$ cat config.mk
export PLATFORM = sky130hd
export DESIGN_NAME = reg_access_ctrl_flat
export DESIGN_NICKNAME = d
export VERILOG_FILES = /design/src/rtl/reg_access_ctrl_pkg.sv /design/src/rtl/reg_access_ctrl_if.sv /design/src/rtl/reg_access_ctrl_scoreboard.sv /design/src/rtl/reg_access_ctrl.sv /design/src/flat_wrapper.sv
export SDC_FILE = /design/constraint.sdc
export NUM_CORES = 1
export LEC_CHECK = 0
export BUFFER_PORTS_ARGS = -buffer_cell sky130_fd_sc_hd__buf_4
export CAP_MARGIN = 20
export CORE_MARGIN = 1
export CORE_UTILIZATION = 50
export DETAILED_ROUTE_END_ITERATION = 12
export PLACE_DENSITY = 0.83
export SLEW_MARGIN = 20
export SYNTH_ARGS = -nofsm -noshare
export SYNTH_HDL_FRONTEND = slang
export SYNTH_SLANG_ARGS = --single-unit
export TNS_END_PERCENT = 30
$ cat constraint.sdc
create_clock -name clk -period 3.1 [get_ports clk]
set_input_delay 0.155 -clock clk [delete_from_list [all_inputs] [get_ports clk]]
set_output_delay 0.155 -clock clk [all_outputs]
set_load 0.005 [all_outputs]
$ cat src/rtl/reg_access_ctrl_pkg.sv
`default_nettype none
// ============================================================================
//  Module      : regacc_pkg
//  Description : Shared constants, FSM state encoding and ID helpers for the
//                register-block access controller.
//  Revision    : 1.0 - initial release
// ============================================================================
package regacc_pkg;

    // Width of a register ID as seen by the helper functions
    localparam int REGACC_ID_W = 4;

    // Architectural register map
    localparam logic [REGACC_ID_W-1:0] REG_ZERO = 4'd0;
    localparam logic [REGACC_ID_W-1:0] REG_CMP  = 4'd9;
    localparam logic [REGACC_ID_W-1:0] REG_SP   = 4'd10;
    localparam logic [REGACC_ID_W-1:0] REG_SF   = 4'd11;
    localparam logic [REGACC_ID_W-1:0] REG_PC   = 4'd12;
    localparam int                     NUM_REGS = 13;

    // Controller FSM state encoding
    typedef logic [1:0] regacc_state_t;
    localparam regacc_state_t S_IDLE = 2'd0;
    localparam regacc_state_t S_READ = 2'd1;
    localparam regacc_state_t S_HOLD = 2'd2;

    // True for IDs that have real storage and therefore a scoreboard bit.
    // Register 0 is hard-wired zero and IDs past the map are unimplemented.
    function automatic logic is_tracked(input logic [REGACC_ID_W-1:0] id);
        return (id != REG_ZERO) && (int'(id) < NUM_REGS);
    endfunction

endpackage : regacc_pkg
`default_nettype wire

$ cat src/rtl/reg_access_ctrl_if.sv
`default_nettype none
// ============================================================================
//  Module      : reg_access_ctrl_if
//  Description : Bundles the fetch-request, operand, writeback and register
//                block port signals of the access controller.
//                slave  = controller side, master = environment side.
//  Revision    : 1.0 - initial release
// ============================================================================
interface reg_access_ctrl_if #(
    parameter int DATA_W   = 8,
    parameter int ID_W     = 4,
    parameter int NUM_REGS = 13
);
    // Fetch request
    logic              req_valid;
    logic              req_ready;
    logic [ID_W-1:0]   req_src1;
    logic [ID_W-1:0]   req_src2;
    logic [ID_W-1:0]   req_dst;
    logic              req_dst_en;
    // Register block read ports
    logic [ID_W-1:0]   read1_id;
    logic [DATA_W-1:0] read1_value;
    logic [ID_W-1:0]   read2_id;
    logic [DATA_W-1:0] read2_value;
    // Operand handoff
    logic              op_valid;
    logic              op_ready;
    logic [DATA_W-1:0] op_a;
    logic [DATA_W-1:0] op_b;
    logic [ID_W-1:0]   op_dst;
    logic              op_dst_en;
    // Writeback and register block write port
    logic              wb_valid;
    logic              wb_ready;
    logic [ID_W-1:0]   wb_id;
    logic [DATA_W-1:0] wb_value;
    logic [ID_W-1:0]   write_id;
    logic [DATA_W-1:0] write_value;
    // Scoreboard view
    logic [NUM_REGS-1:0] pending;

    modport slave (
        input  req_valid, req_src1, req_src2, req_dst, req_dst_en,
        input  read1_value, read2_value, op_ready,
        input  wb_valid, wb_id, wb_value,
        output req_ready, read1_id, read2_id,
        output op_valid, op_a, op_b, op_dst, op_dst_en,
        output wb_ready, write_id, write_value, pending
    );

    modport master (
        output req_valid, req_src1, req_src2, req_dst, req_dst_en,
        output read1_value, read2_value, op_ready,
        output wb_valid, wb_id, wb_value,
        input  req_ready, read1_id, read2_id,
        input  op_valid, op_a, op_b, op_dst, op_dst_en,
        input  wb_ready, write_id, write_value, pending
    );

endinterface : reg_access_ctrl_if
`default_nettype wire

$ cat src/rtl/reg_access_ctrl_scoreboard.sv
`default_nettype none
// ============================================================================
//  Module      : reg_scoreboard
//  Description : Per-register pending-write bits with one set and one clear
//                port and combinational lookup for three IDs. Bit 0 and IDs
//                beyond the register map never report pending.
//  Revision    : 1.0 - initial release
// ============================================================================
module reg_scoreboard #(
    parameter int ID_W     = 4,
    parameter int NUM_REGS = 13
) (
    input  logic                clk,
    input  logic                rst_n,
    input  logic                i_set_en,
    input  logic [ID_W-1:0]     i_set_id,
    input  logic                i_clr_en,
    input  logic [ID_W-1:0]     i_clr_id,
    input  logic [ID_W-1:0]     i_src1_id,
    input  logic [ID_W-1:0]     i_src2_id,
    input  logic [ID_W-1:0]     i_dst_id,
    output logic                o_src1_pend,
    output logic                o_src2_pend,
    output logic                o_dst_pend,
    output logic [NUM_REGS-1:0] o_pending
);
    import regacc_pkg::*;

    logic [NUM_REGS-1:0] r_pending;
    logic [NUM_REGS-1:0] w_set_mask;
    logic [NUM_REGS-1:0] w_clr_mask;

    // Looks up one ID; starting the scan at 1 keeps register 0 hazard-free
    // and unmatched (unimplemented) IDs fall through as not pending.
    function automatic logic lookup(input logic [ID_W-1:0]     id,
                                    input logic [NUM_REGS-1:0] vec);
        logic hit;
        hit = 1'b0;
        for (int i = 1; i < NUM_REGS; i++) begin
            if (id == ID_W'(i)) begin
                hit = vec[i];
            end
        end
        return hit;
    endfunction

    // Decode set/clear requests into one-hot masks
    always_comb begin
        w_set_mask = '0;
        w_clr_mask = '0;
        for (int i = 1; i < NUM_REGS; i++) begin
            w_set_mask[i] = i_set_en && (i_set_id == ID_W'(i));
            w_clr_mask[i] = i_clr_en && (i_clr_id == ID_W'(i));
        end
    end

    // Pending bits: clear first, then set, so a coincident set wins
    always_ff @(posedge clk or negedge rst_n) begin
        if (!rst_n) begin
            r_pending <= '0;
        end else begin
            r_pending <= (r_pending & ~w_clr_mask) | w_set_mask;
        end
    end

    assign o_src1_pend = lookup(i_src1_id, r_pending);
    assign o_src2_pend = lookup(i_src2_id, r_pending);
    assign o_dst_pend  = lookup(i_dst_id,  r_pending);
    assign o_pending   = r_pending;

endmodule : reg_scoreboard
`default_nettype wire

$ cat src/rtl/reg_access_ctrl.sv
`default_nettype none
// ============================================================================
//  Module      : reg_access_ctrl
//  Description : Initiator side of the register block. Accepts operand-fetch
//                requests, drives both read-ID ports, returns the operands
//                over valid/ready, pulses writebacks onto the write port and
//                stalls RAW/WAW hazards using a pending scoreboard.
//                Optional macro REGACC_BYPASS_EN forwards a same-cycle
//                writeback into a stalled source instead of stalling.
//  Revision    : 1.0 - initial release
// ============================================================================
module reg_access_ctrl #(
    parameter int DATA_W   = 8,
    parameter int ID_W     = 4,
    parameter int NUM_REGS = 13
) (
    input  logic             clk,
    input  logic             rst_n,
    reg_access_ctrl_if.slave bus
);
    import regacc_pkg::*;

    regacc_state_t       r_state;
    logic [ID_W-1:0]     r_read1_id;
    logic [ID_W-1:0]     r_read2_id;
    logic [DATA_W-1:0]   r_op_a;
    logic [DATA_W-1:0]   r_op_b;
    logic [ID_W-1:0]     r_op_dst;
    logic                r_op_dst_en;
    logic                r_op_valid;
    logic [ID_W-1:0]     r_write_id;
    logic [DATA_W-1:0]   r_write_value;

    logic                w_src1_pend;
    logic                w_src2_pend;
    logic                w_dst_pend;
    logic [NUM_REGS-1:0] w_pending;
    logic                w_haz1;
    logic                w_haz2;
    logic                w_hazard;
    logic                w_req_ready;
    logic                w_accept;
    logic                w_set_en;
    logic                w_clr_en;
    logic [DATA_W-1:0]   w_rd_a;
    logic [DATA_W-1:0]   w_rd_b;

    reg_scoreboard #(
        .ID_W     (ID_W),
        .NUM_REGS (NUM_REGS)
    ) u_scoreboard (
        .clk         (clk),
        .rst_n       (rst_n),
        .i_set_en    (w_set_en),
        .i_set_id    (bus.req_dst),
        .i_clr_en    (w_clr_en),
        .i_clr_id    (bus.wb_id),
        .i_src1_id   (bus.req_src1),
        .i_src2_id   (bus.req_src2),
        .i_dst_id    (bus.req_dst),
        .o_src1_pend (w_src1_pend),
        .o_src2_pend (w_src2_pend),
        .o_dst_pend  (w_dst_pend),
        .o_pending   (w_pending)
    );

`ifdef REGACC_BYPASS_EN
    logic              w_byp1;
    logic              w_byp2;
    logic              r_byp1;
    logic              r_byp2;
    logic [DATA_W-1:0] r_byp_value;

    // A source matching the writeback in flight this cycle takes its value
    // from that writeback, since the block is only updated after READ.
    assign w_byp1 = bus.wb_valid && is_tracked(bus.req_src1) && (bus.wb_id == bus.req_src1);
    assign w_byp2 = bus.wb_valid && is_tracked(bus.req_src2) && (bus.wb_id == bus.req_src2);
    assign w_haz1 = w_src1_pend && !w_byp1;
    assign w_haz2 = w_src2_pend && !w_byp2;

    // Remember which operands are forwarded and the forwarded value
    always_ff @(posedge clk or negedge rst_n) begin
        if (!rst_n) begin
            r_byp1      <= 1'b0;
            r_byp2      <= 1'b0;
            r_byp_value <= '0;
        end else if (w_accept) begin
            r_byp1      <= w_byp1;
            r_byp2      <= w_byp2;
            r_byp_value <= bus.wb_value;
        end
    end

    assign w_rd_a = r_byp1 ? r_byp_value : bus.read1_value;
    assign w_rd_b = r_byp2 ? r_byp_value : bus.read2_value;
`else
    // Without forwarding, a clear in this cycle is only seen next cycle.
    assign w_haz1 = w_src1_pend;
    assign w_haz2 = w_src2_pend;
    assign w_rd_a = bus.read1_value;
    assign w_rd_b = bus.read2_value;
`endif

    // WAW check applies in both builds
    assign w_hazard    = w_haz1 || w_haz2 || (bus.req_dst_en && w_dst_pend);
    assign w_req_ready = (r_state == S_IDLE) && !w_hazard;
    assign w_accept    = w_req_ready && bus.req_valid;
    assign w_set_en    = w_accept && bus.req_dst_en && is_tracked(bus.req_dst);
    assign w_clr_en    = bus.wb_valid && is_tracked(bus.wb_id);

    // Fetch sequencer: IDLE accepts, READ samples the block, HOLD hands off
    always_ff @(posedge clk or negedge rst_n) begin
        if (!rst_n) begin
            r_state     <= S_IDLE;
            r_read1_id  <= '0;
            r_read2_id  <= '0;
            r_op_a      <= '0;
            r_op_b      <= '0;
            r_op_dst    <= '0;
            r_op_dst_en <= 1'b0;
            r_op_valid  <= 1'b0;
        end else begin
            case (r_state)
                S_IDLE: begin
                    if (w_accept) begin
                        r_read1_id  <= bus.req_src1;
                        r_read2_id  <= bus.req_src2;
                        r_op_dst    <= bus.req_dst;
                        r_op_dst_en <= bus.req_dst_en;
                        r_state     <= S_READ;
                    end
                end
                S_READ: begin
                    r_op_a     <= w_rd_a;
                    r_op_b     <= w_rd_b;
                    r_op_valid <= 1'b1;
                    r_state    <= S_HOLD;
                end
                S_HOLD: begin
                    if (bus.op_ready) begin
                        r_op_valid <= 1'b0;
                        r_state    <= S_IDLE;
                    end
                end
                default: begin
                    r_op_valid <= 1'b0;
                    r_state    <= S_IDLE;
                end
            endcase
        end
    end

    // Write port: one-cycle pulse per writeback, parked at register 0
    always_ff @(posedge clk or negedge rst_n) begin
        if (!rst_n) begin
            r_write_id    <= '0;
            r_write_value <= '0;
        end else if (bus.wb_valid) begin
            r_write_id    <= bus.wb_id;
            r_write_value <= bus.wb_value;
        end else begin
            r_write_id    <= '0;
            r_write_value <= '0;
        end
    end

    assign bus.req_ready   = w_req_ready;
    assign bus.read1_id    = r_read1_id;
    assign bus.read2_id    = r_read2_id;
    assign bus.op_valid    = r_op_valid;
    assign bus.op_a        = r_op_a;
    assign bus.op_b        = r_op_b;
    assign bus.op_dst      = r_op_dst;
    assign bus.op_dst_en   = r_op_dst_en;
    assign bus.wb_ready    = 1'b1;
    assign bus.write_id    = r_write_id;
    assign bus.write_value = r_write_value;
    assign bus.pending     = w_pending;

endmodule : reg_access_ctrl
`default_nettype wire

$ cat src/flat_wrapper.sv
// flat-port wrapper written by rule: the top's interface ports become plain ports
module reg_access_ctrl_flat import regacc_pkg::*;
#(
    parameter int DATA_W   = 8,
    parameter int ID_W     = 4,
    parameter int NUM_REGS = 13
)
  (clk, rst_n, bus_req_valid, bus_req_src1, bus_req_src2, bus_req_dst, bus_req_dst_en, bus_read1_value, bus_read2_value, bus_op_ready, bus_wb_valid, bus_wb_id, bus_wb_value, bus_req_ready, bus_read1_id, bus_read2_id, bus_op_valid, bus_op_a, bus_op_b, bus_op_dst, bus_op_dst_en, bus_wb_ready, bus_write_id, bus_write_value, bus_pending);
  reg_access_ctrl_if #(.DATA_W(DATA_W), .ID_W(ID_W), .NUM_REGS(NUM_REGS)) bus_i ();
  input  logic clk;
  input  logic rst_n;
  input wire logic [$bits(bus_i.req_valid)-1:0] bus_req_valid;
  input wire logic [$bits(bus_i.req_src1)-1:0] bus_req_src1;
  input wire logic [$bits(bus_i.req_src2)-1:0] bus_req_src2;
  input wire logic [$bits(bus_i.req_dst)-1:0] bus_req_dst;
  input wire logic [$bits(bus_i.req_dst_en)-1:0] bus_req_dst_en;
  input wire logic [$bits(bus_i.read1_value)-1:0] bus_read1_value;
  input wire logic [$bits(bus_i.read2_value)-1:0] bus_read2_value;
  input wire logic [$bits(bus_i.op_ready)-1:0] bus_op_ready;
  input wire logic [$bits(bus_i.wb_valid)-1:0] bus_wb_valid;
  input wire logic [$bits(bus_i.wb_id)-1:0] bus_wb_id;
  input wire logic [$bits(bus_i.wb_value)-1:0] bus_wb_value;
  output wire logic [$bits(bus_i.req_ready)-1:0] bus_req_ready;
  output wire logic [$bits(bus_i.read1_id)-1:0] bus_read1_id;
  output wire logic [$bits(bus_i.read2_id)-1:0] bus_read2_id;
  output wire logic [$bits(bus_i.op_valid)-1:0] bus_op_valid;
  output wire logic [$bits(bus_i.op_a)-1:0] bus_op_a;
  output wire logic [$bits(bus_i.op_b)-1:0] bus_op_b;
  output wire logic [$bits(bus_i.op_dst)-1:0] bus_op_dst;
  output wire logic [$bits(bus_i.op_dst_en)-1:0] bus_op_dst_en;
  output wire logic [$bits(bus_i.wb_ready)-1:0] bus_wb_ready;
  output wire logic [$bits(bus_i.write_id)-1:0] bus_write_id;
  output wire logic [$bits(bus_i.write_value)-1:0] bus_write_value;
  output wire logic [$bits(bus_i.pending)-1:0] bus_pending;
  assign bus_i.req_valid = bus_req_valid;
  assign bus_i.req_src1 = bus_req_src1;
  assign bus_i.req_src2 = bus_req_src2;
  assign bus_i.req_dst = bus_req_dst;
  assign bus_i.req_dst_en = bus_req_dst_en;
  assign bus_i.read1_value = bus_read1_value;
  assign bus_i.read2_value = bus_read2_value;
  assign bus_i.op_ready = bus_op_ready;
  assign bus_i.wb_valid = bus_wb_valid;
  assign bus_i.wb_id = bus_wb_id;
  assign bus_i.wb_value = bus_wb_value;
  assign bus_req_ready = bus_i.req_ready;
  assign bus_read1_id = bus_i.read1_id;
  assign bus_read2_id = bus_i.read2_id;
  assign bus_op_valid = bus_i.op_valid;
  assign bus_op_a = bus_i.op_a;
  assign bus_op_b = bus_i.op_b;
  assign bus_op_dst = bus_i.op_dst;
  assign bus_op_dst_en = bus_i.op_dst_en;
  assign bus_wb_ready = bus_i.wb_ready;
  assign bus_write_id = bus_i.write_id;
  assign bus_write_value = bus_i.write_value;
  assign bus_pending = bus_i.pending;
  reg_access_ctrl #(.DATA_W(DATA_W), .ID_W(ID_W), .NUM_REGS(NUM_REGS)) u_core (.clk(clk), .rst_n(rst_n), .bus(bus_i));
endmodule
# Yosys cells after proc, flatten, opt, wreduce, memory -nomap -nowiden
# Index checks and enable logic that the tools add are counted.
dict set report op_classes {
  eq_ne 52
  n_lt_le_gt_ge 2
  mul 0
  mux 43
  bitwise 4
  div 0
  n_addsub 0
  reduce_logical 41
  n_shift 0
}
# operator count
set op_table {}
lappend op_table {{$eq A4 B4 Y1 const B} 20}
lappend op_table {{$eq A4 B3 Y1 const B} 16}
lappend op_table {{$mux W1} 37}
lappend op_table {{$eq A4 B2 Y1 const B} 8}
lappend op_table {{$logic_and A1 B1 Y1} 32}
lappend op_table {{$eq A4 B1 Y1 const B} 4}
lappend op_table {{$and A13 B13 Y13} 1}
lappend op_table {{$not A13 Y13} 1}
lappend op_table {{$or A13 B13 Y13} 1}
lappend op_table {{$lt A4 B4 Y1 const B} 2}
lappend op_table {{$mux W8} 1}
lappend op_table {{$reduce_bool A4 Y1} 2}
lappend op_table {{$pmux W2 S3} 1}
lappend op_table {{$reduce_and A2 Y1} 3}
lappend op_table {{$mux W2} 2}
lappend op_table {{$mux W4} 1}
lappend op_table {{$pmux W1 S3} 1}
lappend op_table {{$eq A2 B1 Y1 const B} 1}
lappend op_table {{$eq A2 B2 Y1 const B} 1}
lappend op_table {{$logic_not A2 Y1} 1}
lappend op_table {{$logic_or A1 B1 Y1} 2}
lappend op_table {{$ne A2 B1 Y1 const B} 1}
lappend op_table {{$ne A2 B2 Y1 const B} 1}
lappend op_table {{$logic_not A1 Y1} 1}
lappend op_table {{$not A1 Y1} 1}
dict set report word_totals {
  mem_count 0
  ramBits 0
  latch_bits 0
  romBits 0
  elab_cells 153
  input_bits 46
  out_inout_bits 57
  ff_bits 57
}

# Depth between registers and ports, before layout
dict set report depth {
  depth_word 22
  depth_mapped 9
  depth_no_buf 6
}

# Hierarchy
# Synthesis repeated with hierarchy kept, for this count alone.
dict set report hier_totals {
  hier_cells 194
  hier_area_um2 2555.0
}
# module n_inst seq_area_each_um2 cells_each area_each_um2
set modules_own_cells {}
lappend modules_own_cells {reg_access_ctrl 1 1101.1 108 1699.1}
lappend modules_own_cells {reg_scoreboard 1 300.3 86 855.8}

# Least setup slack after synthesis
# OpenSTA, ideal clock, no wires.
dict set report synth_path {
  path_type {register -> register}
  startpoint {reg u_core.u_scoreboard.r_pending[7], in the netlist u_core.u_scoreboard.o_pending[7]}
  endpoint {reg u_core.u_scoreboard.r_pending[10], in the netlist u_core.u_scoreboard.o_pending[10]}
  n_path_buf 1
  slack_ns 0.977
  t_required_ns 2.996
  stages_incl_launch_ff 7
  t_arrival_ns 2.019
  setup_ns 0.104
  synth_period_minus_slack_ns 2.123
  path_cell_list {dfrtp_1 mux4_2 nor2b_1 o31ai_1 or4_4 buf_6 o41ai_4}
}
dict set report synth_between {
  elab_chain_cells 15
  elab_cells_between_ends 28
  cone_classes {mux: 18; bitwise: 1; reduce/logical: 9}
}
# element line_no
set synth_lines {}
lappend synth_lines {{from (decl)} reg_access_ctrl_scoreboard.sv:29} ;# logic [NUM_REGS-1:0] r_pending;
lappend synth_lines {{from (signal assigned)} reg_access_ctrl_scoreboard.sv:62} ;# r_pending <= (r_pending & ~w_clr_mask) | w_set_mask;
lappend synth_lines {{$mux W1 (6 in series)} reg_access_ctrl_scoreboard.sv:40} ;# if (id == ID_W'(i)) begin
lappend synth_lines {{$logic_or A1 B1 Y1 or $logic_and A1 B1 Y1 (tied branches)} reg_access_ctrl.sv:105} ;# assign w_hazard = w_haz1 || w_haz2 || (bus.req_dst_en && w_dst_pend);
lappend synth_lines {{$logic_or A1 B1 Y1 *} reg_access_ctrl.sv:105}
lappend synth_lines {{$logic_not A1 Y1 *} reg_access_ctrl.sv:106} ;# assign w_req_ready = (r_state == S_IDLE) && !w_hazard;
lappend synth_lines {{$logic_and A1 B1 Y1 *} reg_access_ctrl.sv:106}
lappend synth_lines {{$logic_and A1 B1 Y1 *} reg_access_ctrl.sv:107} ;# assign w_accept = w_req_ready && bus.req_valid;
lappend synth_lines {{$logic_and A1 B1 Y1 * (2 in series)} reg_access_ctrl.sv:108} ;# assign w_set_en = w_accept && bus.req_dst_en && is_tracked(bus.req_dst);
lappend synth_lines {{$logic_and A1 B1 Y1 *} reg_access_ctrl_scoreboard.sv:52} ;# w_set_mask[i] = i_set_en && (i_set_id == ID_W'(i));
lappend synth_lines {{$or A13 B13 Y13 *} reg_access_ctrl_scoreboard.sv:62}
# Mark *: on every way between the ends. The rest lies on a longest branch, timed or not.
# A chain may end at the register's enable or synchronous reset.

# Final worst setup path
dict set report layout_path {
  startpoint {reg u_core.u_scoreboard.r_pending[11], in the netlist u_core.u_scoreboard.o_pending[11]}
  endpoint {out bus_req_ready}
}
dict set report layout_between {
  elab_chain_cells 6
  elab_cells_between_ends 11
  cone_classes {mux: 6; reduce/logical: 5}
}
# element line_no
set layout_lines {}
lappend layout_lines {{$mux W1 (2 in series)} reg_access_ctrl_scoreboard.sv:40}
lappend layout_lines {{$logic_or A1 B1 Y1 or $logic_and A1 B1 Y1 (tied branches)} reg_access_ctrl.sv:105}
lappend layout_lines {{$logic_or A1 B1 Y1 *} reg_access_ctrl.sv:105}
lappend layout_lines {{$logic_not A1 Y1 *} reg_access_ctrl.sv:106}
lappend layout_lines {{$logic_and A1 B1 Y1 *} reg_access_ctrl.sv:106}
lappend layout_lines {{to (decl)} flat_wrapper.sv:23} ;# output wire logic [$bits(bus_i.req_ready)-1:0] bus_req_ready;
# Marked as above.

==> metrics.txt <==
grt total ovfl=0; Mean Syn Cell Area=12.8 um2; distinct cell type count after synthesis=45; Overall Global Routing Usage=0.224; Primary FF master, synth=dfrtp_1; mapped cell area=2630 um2; Critical Path AT=2.32 ns; Synth Net Count=251; Post-DP Area=3410 um2; Clock Pin Slew Worst Setup and Hold Paths=0.10 ns; hpwl dp=4.53 mm; status=completed; EDFF count, synth=0; Final #Nets=350; leading area contributor after synthesis=dfrtp_1; Cell Rows=26; clock skew=0.00707 ns; max incr delay on CP=0.65 ns; FF-to-FF path depth=7; Die Wd=74.5 um; worst-margin pin slew=0.699 ns; worst r2r dst=u_core.bus.read1_id[2]$_DFFE_PN0P_; YS warnings=0; RR Startpoint=u_core.u_scoreboard.o_pending[11]$_DFF_PN0_; Final Setup Violations=0; share of cells above drive strength 1=0.436; max-cap violations=0; post-synth top area share=0.534; FMAX=405 MHz; Die Y=74.5 um; core area=5070 um2; worst-skew pair later-pin latency=0.30 ns; top cells by count, synth=dfrtp_1, mux2_1, and2_1, o21ai_0; Slew Viols, Final=0; 1st-iter DRT viols=92; Worst Hold Depth=2; initial antenna violation count=0; Post-CTS Setup Bufs=0; ANT nets after route=0; H-tree depth=2; Tmin final=2.47 ns; WP data required=2.94 ns; Worst setup SP type=flop; delay-heaviest family, CP=simple AND/OR/NAND/NOR gates; largest net degree at the start of global routing=57; beginning of the worst hold path=bus_wb_value[1]; Mapped Cells=205; area grow syn2layout=33.5%; n_diodes=0; Longest Clk Path Bufs=2; CP Capture Type=primary output; critical path's slowest cell=or4_4; Max VDD drop=0.000324 V; CTS buffer count=5; routed vias/inst=5.29; flops & latches, synth=56; Synth area leaders=dfrtp_1, mux2_1, mux2_2, o41ai_2, mux4_2; Final GP Congestion=0.994; Post-CTS Resized=0; drt wl/cell=16.0 um; TNS Setup=0 ns; post-route DRC violation count=0; kind of critical path=reg -> out; Starting Density=0.518; asr flop ratio synth=1.00; Design Area, Final=3510 um2; RSZ-0062 raised after global routing=false; Vias=1,982; router iterations before antenna repair=4; crit-path max FO=11; CTS tree=yes; first-pass GRT wire length=9.18 mm; Worst R2R Setup Slack=0.74 ns; count leader, synth=dfrtp_1; worst hold-check path type=in -> reg; Min-Delay Endpoint=u_core.bus.write_value[1]$_DFF_PN0_; die area=5550 um2; PwrDens=712 nW/um2; CP bufs+invs=2; sequential area share after synthesis=0.534; slew margin rel.=0.534; vias in the first global route=1,883; final WL=6.02 mm; # port buffers=100; clk root buf=clkbuf_8; Final Cycle Share=0.797; I/O pin total=103; CP cell instances=mux4_2, nand3b_1, o31ai_1, or4_4, inv_2, buf_4; Pleak=1.67 nW; clk sink count=56; count of final hold-check violations=0
[power by group]
part | internal, mW | switching (mW)
logic | 0.588 | 0.362
clock network | 0.161 | 0.235
registers | 0.982 | 0.167
total | 1.73 | 0.765
[logic make-up after synthesis]
group | after synthesis | synth area share
DFF | 56 | 0.534
other | 2 | 0.00286
buffers and inverters | 16 | 0.0343
and+or+nand+nor | 56 | 0.128
muxes | 38 | 0.178
AOI/OAI and AO/OA | 37 | 0.124
[final cells by class]
class | count | area (um2)
Clock inverter | 2 | 16.3
Clock buffer | 6 | 72.6
Tap cell | 70 | 87.6
Timing Repair Buffer | 103 | 776
Sequential cell | 56 | 1400
Inverter | 5 | 18.8
Fill cell | 415 | 1570
Multi-Input combinational cell | 133 | 1130
[worst reg2reg max path, delay by kind of cell (launching register included)]
kind            cells  cell delay, ns
compound gates      1            0.10
simple gates        3            0.57
buf+inv             1            0.27
flops               1            0.47
mux                 2            0.85
[layer usage]
layer  global-route usage  wire [um]  up-vias
met1                0.295       2560      960
met4               0.0692         68        0
met5                    0          0        -
met2                0.365       3020       71
li1                     -          -      945
met3               0.0542        364        6
[registers in the layout (all words and copies together) (netlist names)]
| register | count |
|---|---|
| u_core.bus.op_a | 8 |
| u_core.bus.op_b | 8 |
| u_core.bus.op_dst | 4 |
| u_core.bus.op_dst_en | 1 |
| u_core.bus.op_valid | 1 |
| u_core.bus.read1_id | 4 |
| u_core.bus.read2_id | 4 |
| u_core.bus.write_id | 4 |
| u_core.bus.write_value | 8 |
| u_core.r_state | 2 |
| u_core.u_scoreboard.o_pending | 12 |
[worst max path at each step]
stage,cells after the start,startpoint,endpoint
finish,6,u_core.u_scoreboard.o_pending[11]$_DFF_PN0_,bus_req_ready
global route,6,u_core.u_scoreboard.o_pending[3]$_DFF_PN0_,bus_req_ready
CTS,6,u_core.u_scoreboard.o_pending[11]$_DFF_PN0_,bus_req_ready
detailed placement,7,u_core.u_scoreboard.o_pending[11]$_DFF_PN0_,u_core.bus.read1_id[2]$_DFFE_PN0P_
floorplan,6,u_core.u_scoreboard.o_pending[7]$_DFF_PN0_,u_core.u_scoreboard.o_pending[10]$_DFF_PN0_
global placement,7,u_core.u_scoreboard.o_pending[11]$_DFF_PN0_,u_core.bus.op_dst[0]$_DFFE_PN0P_
[layout by cell type, fill, tap and decap left out, drive strengths merged, types with 4 or more instances in the layout]
cell type / netlist / routed
buf: 8 / 102
nand2b: 7 / 7
mux4: 4 / 4
clkbuf: 3 / 6
nor2b: 4 / 4
inv: 5 / 5
dfrtp: 56 / 56
mux2: 29 / 29
o41ai: 8 / 8
o21ai: 12 / 12
mux2i: 5 / 5
nand2: 6 / 6
nor2: 9 / 9
and2: 12 / 12
[metrics by stage]
stage | total power, mW | worst slack (ns) | hold slack, ns | cells | util
3_3_place_gp | 2.09 | 0.795 | 0.245 | 366 | 0.672
2_1_floorplan | 1.58 | 0.977 | -0.141 | 205 | -
3_5_place_dp | 2.13 | 0.733 | 0.252 | 366 | 0.672
6_report | 2.50 | 0.629 | 0.0536 | 375 | 0.691
4_1_cts | 2.53 | 0.627 | 0.0478 | 375 | 0.691
5_1_grt | 2.66 | 0.515 | 0.0346 | 375 | 0.691
[timing repair]
action	in CTS	in global routing
hold buffers	1	0
setup endpoints to repair	0	0
hold endpoints to repair	56	0
(Power assumes the default switching activity.)
